File: config.mk
export PLATFORM = sky130hd
export DESIGN_NAME = pong_game_ctrl
export DESIGN_NICKNAME = d
export VERILOG_FILES = /design/src/rtl/pong_game_ctrl.sv
export SDC_FILE = /design/constraint.sdc
export NUM_CORES = 1
export LEC_CHECK = 0
export CAP_MARGIN = 15
export CORE_UTILIZATION = 38
export DETAILED_ROUTE_END_ITERATION = 10
export HOLD_SLACK_MARGIN = 0.02
export PLACE_DENSITY = 0.8
export SYNTH_ARGS = -nofsm -noshare
export SYNTH_HDL_FRONTEND = slang
export SYNTH_SLANG_ARGS = --single-unit
export TNS_END_PERCENT = 5
File: constraint.sdc
create_clock -name clk -period 1.3 [get_ports clk]
set_input_delay 0.325 -clock clk [delete_from_list [all_inputs] [get_ports clk]]
set_output_delay 0.325 -clock clk [all_outputs]
set_load 0.01 [all_outputs]
File: src/rtl/pong_game_ctrl.sv
// Pong game sequencer: play/pause FSM, saturating 2-digit BCD score and ball reserve.
// Drives the countdown timer reload and the motion-freeze and text-overlay selects.
module pong_game_ctrl #(
  parameter int unsigned BALLS  = 3,
  parameter int unsigned BALL_W = 2
) (
  input  logic              clk,
  input  logic              reset,
  input  logic [1:0]        btn,
  input  logic              hit,
  input  logic              miss,
  input  logic              timer_up,
  output logic              timer_start,
  output logic              gra_still,
  output logic              show_rule,
  output logic              show_over,
  output logic [3:0]        score_d1,
  output logic [3:0]        score_d0,
  output logic [BALL_W-1:0] balls_left
);

  localparam logic [BALL_W-1:0] BallsInit  = BALL_W'(BALLS);
  localparam logic [BALL_W-1:0] BallsStart = BALL_W'(BALLS - 1);

  typedef enum logic [1:0] {
    StNewGame = 2'b00,
    StPlay    = 2'b01,
    StNewBall = 2'b10,
    StOver    = 2'b11
  } state_e;

  state_e            state_q, state_d;
  logic [3:0]        d1_q, d1_d;
  logic [3:0]        d0_q, d0_d;
  logic [BALL_W-1:0] balls_q, balls_d;
  logic              start_raw;
  logic              btn_pressed;
  logic              score_sat;

  assign btn_pressed = |btn;
  assign score_sat   = (d1_q == 4'd9) && (d0_q == 4'd9);

  always_ff @(posedge clk) begin
    if (reset) begin
      state_q <= StNewGame;
      d1_q    <= 4'd0;
      d0_q    <= 4'd0;
      balls_q <= BallsInit;
    end else begin
      state_q <= state_d;
      d1_q    <= d1_d;
      d0_q    <= d0_d;
      balls_q <= balls_d;
    end
  end

  always_comb begin
    state_d   = state_q;
    d1_d      = d1_q;
    d0_d      = d0_q;
    balls_d   = balls_q;
    start_raw = 1'b0;
    gra_still = 1'b1;
    show_rule = 1'b0;
    show_over = 1'b0;

    case (state_q)
      StNewGame: begin
        show_rule = 1'b1;
        if (btn_pressed) begin
          state_d = StPlay;
          balls_d = BallsStart;
        end
      end

      StPlay: begin
        gra_still = 1'b0;
        if (hit && !score_sat) begin
          if (d0_q == 4'd9) begin
            d0_d = 4'd0;
            d1_d = d1_q + 4'd1;
          end else begin
            d0_d = d0_q + 4'd1;
          end
        end
        // A miss in the same cycle as a hit still ends the rally.
        if (miss) begin
          start_raw = 1'b1;
          if (balls_q != '0) begin
            state_d = StNewBall;
            balls_d = balls_q - BALL_W'(1);
          end else begin
            state_d = StOver;
          end
        end
      end

      StNewBall: begin
        if (timer_up && btn_pressed) begin
          state_d = StPlay;
        end
      end

      StOver: begin
        show_over = 1'b1;
        if (timer_up) begin
          state_d = StNewGame;
          d1_d    = 4'd0;
          d0_d    = 4'd0;
          balls_d = BallsInit;
        end
      end

      default: begin
        state_d = StNewGame;
      end
    endcase
  end

  // Reload pulse is suppressed while reset is held so the timer never starts spuriously.
  assign timer_start = start_raw & ~reset;
  assign score_d1    = d1_q;
  assign score_d0    = d0_q;
  assign balls_left  = balls_q;

endmodule

* Yosys cells after proc, flatten, opt, wreduce, memory -nomap -nowiden *
Cells that the tools add are included.

word-level totals
  word-level logic and storage cells = 57
  output and inout port bits = 14
  bits in registers = 12

operators by class
  reductions and logical operators = 13
  muxes and demuxes = 23
  add/sub/neg operators = 3
  equal/unequal tests = 12
  bitwise gates (word level) = 2

operators with widths
  kind                                                                 number
  4-bit 2-to-1 mux                                                     5
  2-bit 2-to-1 mux                                                     8
  4-bit one-hot mux with 2 select lines                                2
  2-bit inequality test (second input constant)                        7
  4-bit by 1-bit adder with 4-bit output (second input constant)       2
  4-bit == test (second input constant)                                2
  2-bit one-hot mux with 4 select lines                                1
  4-bit AND reduction                                                  2
  1-bit 2-to-1 mux                                                     6
  2-bit one-hot mux with 3 select lines                                1
  5-bit AND reduction                                                  1
  2-bit == test (second input constant)                                2
  2-bit nonzero test                                                   2
  1-bit logical AND                                                    3
  3-bit AND reduction                                                  1
  3-bit nonzero test                                                   1
  2-bit by 1-bit == test with 1-bit output (second input constant)     1
  2-bit zero test                                                      1
  2-bit OR reduction                                                   1
  2-bit by 1-bit subtractor with 2-bit output (second input constant)  1
  1-bit bitwise AND                                                    1
  1-bit zero test                                                      1
  1-bit NOT                                                            1

* Longest topological paths before layout *
  depth after elaboration = 6
  depth in mapped cells = 6

* Worst setup path after synthesis *
No wires, ideal clock.

  path type = reg-to-reg
  start = register d0_q[1], in the netlist score_d0[1]
  end = register d0_q[3], in the netlist score_d0[3]
  slack = -214 ps
  clock period less this slack = 1514 ps
  library setup time = 74 ps
  data arrival time = 1439 ps
  stages on the path, launching flop included = 6
  buffers on the path = 0
  cells stage by stage = dfxtp_1 inv_1 ha_1 and3b_1 or4_1 a31oi_1

on the way
  word-level cells in the longest chain between the ends = 6
  elaborated cells on any way between the ends = 10
  those cells by class = 1 x add/sub; 2 x eq/ne; 3 x mux; 4 x reduce/logical

RTL lines
  item                                                                                            line  RTL
  start, declared                                                                                 34    logic [3:0] d0_q, d0_d;
  start signal, assigned                                                                          47    d0_q <= 4'd0;
  start signal, assigned                                                                          52    d0_q <= d0_d;
  parallel branches: the longest is 6 deep, another holds 4-bit by 1-bit adder with 4-bit output  -

Parallel ways; which one is timed is not known. The select of a mux whose other input is x is not followed.
A chain may end at the register's enable or synchronous reset.

* Final worst setup path *
  start = register state_q[0]
  end = output timer_start

on the way
  word-level cells in the longest chain between the ends = 3

RTL lines
  item                                      line  RTL
  start, declared                           32    state_e state_q, state_d;
  start signal, assigned                    45    state_q <= StNewGame;
  start signal, assigned                    50    state_q <= state_d;
  2-bit by 1-bit == test with 1-bit output  67    case (state_q)
  1-bit 2-to-1 mux                          67
  1-bit bitwise AND                         121   assign timer_start = start_raw & ~reset;
  end, declared                             13    output logic timer_start,

Every way passes these cells.

==> flow_summary_export.csv <==
group,metric,value,unit
die,initial_core_util,0.411,
sta,worst_pin_slew,0.339,ns
clock_network,cts_made_buffers,3,
yosys,syn_area,726,sq um
final_layout,seqCellArea,253,sq um
die,rows,15,
setup_path,startpoint_type,"register",
pwr,p_int,0.669,mW
pwr,power_density,837,mW/mm^2
final_layout,multi_input_area,474,sq um
die,die_h,45.7,um
drt,drtIter0Drc,7,
sta,rsz0062_at_grt,"yes",
setup_path,critPathArrivalTime,1.18,ns
setup_path,path_max_fanout,2,
sta,setup_viol,10,
yosys,syn_inst,87,
clock_network,cts_sinks,12,
sta,slew_viol_final,0,
drt,drt_wl_total,1.74,mm
status,status,"finished with violations",
flow_run,cap_violations,0,
final_layout,area_delta_synth_final,51.6,%
grt,grt.overflow.total,0,
pwr,max-vdd-ir-drop,0.612,mV
final_layout,fillCellCount,161,
pwr,share_comb_of_total_power,0.243,
clock_network,clockRootBuffer,"clkbuf_4",
status,violations,"negative setup slack",
setup_path,cpMaxStageDelayCell,"dfxtp_2",
sta,hold_violations,0,
clock_network,clock_latency,0.27,ns
pwr,switching_share,0.274,
placement,place_area,0.00102,sq mm
yosys,syn-num-nets,99,
final_layout,fin_util,0.623,
pwr,p_switching,0.252,mW
setup_path,path_class,"register to primary output",
clock_network,postCtsHoldBufs,0,
sta,setup_slack,-0.200,ns
pwr,total_power,0.921,mW
placement,port_buffers,20,
yosys,synth_seq_area_share,0.331,
setup_path,cp_top_family,"simple AND/OR/NAND/NOR gates",
sta,min_period,1.50,ns
setup_path,endpoint_kind,"primary output",
drt,routedWlPerCell,12.0,um
yosys,yosysUniqueCellTypes,35,
setup_path,crit_path_cell_trace,"or2b_1 > nor3b_2 > buf_2",
yosys,ys_ff_latch,12,
sta,relSlewSlack,0.772,
placement,hpwl,1.24,mm
grt,track_usage,0.184,
final_layout,layout_common_cells,"buf_4 (12), dlygate4sd2_1 (7), dfxtp_2 (7)",
die,die_w,45.7,um
yosys,synth_warnings,0,
clock_network,htreeDepth,1,
yosys,async_reset_ff_frac,0,
grt,grt_pass1_vias,685,
worst_hold_path,hold_class,"register to register",
final_layout,layout_commonest_cell,"buf_4",
clock_network,clock_tree.buffer_depth,2,
final_layout,fin_area,0.00110,sq mm
final_layout,drive_gt1_frac,0.392,
final_layout,num_antenna_cells,0,
die,dieArea,0.00209,sq mm
setup_path,crit_required,0.98,ns
pwr,cellLeakagePower,0.479,nW
pwr,pwr-share-clk,0.330,
pwr,pwr-share-seq,0.427,
final_layout,layout.cells.non_filler,145,
yosys,avgSynthCellArea,8.34,sq um
drt,vias_per_cell,5.21,
grt,grt_first_pass_wirelength,2.77,mm
sta,timing.fmax,667,MHz
die,core-area,0.00176,sq mm
final_layout,nets,133,
die,io_pins,21,
placement,globalplace.congestion,0.862,
grt,grt_max_degree,13,
yosys,synth_edf_count,0,
clock_network,path_clk_slew,0.08,ns
yosys,ys.flop_type,"dfxtp_1",
sta,skew,0.00291,ns
drt,vias,756,
drt,drtPass1Iterations,4,
placement,placedCellCount,140,
clock_network,cts_tree,"done",
drt,drc_errors,0,
setup_path,crit_buf_inv,1,
drt,ant_nets,0,
setup_path,slowest_delay,0.34,ns
grt,grt_antenna_before_repair,0,
sta,finalCritPeriodShare,1.15,
## state kept, by name (all words and copies together), names as in the netlist
register and count:
score_d0 4, balls_left 2, score_d1 4, state_q 2
## power by group through the flow
stage,clock network (mW),registers (mW),logic (mW)
after floorplan,0,0.405,0.107
after global placement,0,0.398,0.209
after detailed placement,0,0.399,0.213
after CTS,0.305,0.393,0.211
after global routing,0.320,0.395,0.247
final,0.304,0.393,0.224
## routing by layer
layer  vias up  share of wire  GRT usage
met5         -              0          0
met4         0          0.011     0.0706
met3         4          0.048     0.0516
met2        20           0.51      0.306
met1       354           0.43      0.224
li1        378              -          -
## layout make-up
| type | instances | share of cell area |
|---|---|---|
| flip-flops and latches | 12 | 0.230 |
| well taps | 25 | 0.0284 |
| inverters | 5 | 0.0171 |
| multi-input cells | 65 | 0.431 |
| clock buffers | 4 | 0.0330 |
| repair buffers | 34 | 0.261 |
## logic make-up (layout without fill, tap and decap cells)
group           Yosys count  in the layout  share of synthesized area
fa+ha+maj                 5              5                     0.0862
xor+xnor                  1              1                     0.0121
compound gates           18             18                      0.159
simple gates             38             38                      0.290
flops                    12             12                      0.331
buf+inv                  10             43                     0.0776
mux                       3              3                     0.0448
## worst reg2reg max path: cells and delay by family, from the launching register on
kind	cells	cell delay (ns)
adders and majority gates	1	0.17
AOI/OAI and AO/OA	1	0.14
buffers and inverters	1	0.03
and+or+nand+nor	2	0.70
DFF	1	0.35
## per-stage QoR
step / setup WS [ns] / TNS [ns] / hold WS [ns]
after floorplan: -0.136 / -0.403 / 0.464
after global placement: -0.572 / -4.11 / 0.477
after detailed placement: -0.600 / -4.33 / 0.487
after CTS: -0.219 / -1.35 / 0.481
after global routing: -0.252 / -2.13 / 0.501
final: -0.200 / -0.988 / 0.477
## timing repair
action | 4_1_cts | 5_1_grt
setup buffers | 0 | 1
resized for setup | 38 | 16
setup endpoints to repair | 23 | 19
pin swaps | 0 | 6
## path summary, 6_finish.rpt
path,start,to,slack [ns],depth (start not counted)
worst max-delay path,state_q[0],timer_start,-0.20,3
worst max register to register,score_d0[1],score_d0[3],-0.16,5
worst min-delay path,score_d1[3],score_d1[3],0.48,1
worst min register to register,score_d1[3],score_d1[3],0.48,1
## cell usage after synthesis, drive strengths merged (2+ instances only)
| library cell | number | area [sq um] |
|---|---|---|
| a21oi | 5 | 25.0 |
| a31oi | 3 | 18.8 |
| and3b | 2 | 18.8 |
| buf | 4 | 33.8 |
| dfxtp | 12 | 240 |
| ha | 5 | 62.6 |
| inv | 5 | 18.8 |
| mux2 | 2 | 22.5 |
| nand2 | 6 | 22.5 |
| nand3 | 5 | 25.0 |
| nand3b | 4 | 30.0 |
| nor2 | 8 | 30.0 |
| nor3 | 4 | 20.0 |
| nor3b | 2 | 15.0 |
| o21ai | 2 | 10.0 |
| o22ai | 2 | 12.5 |
Power figures use the tool's default switching activity.
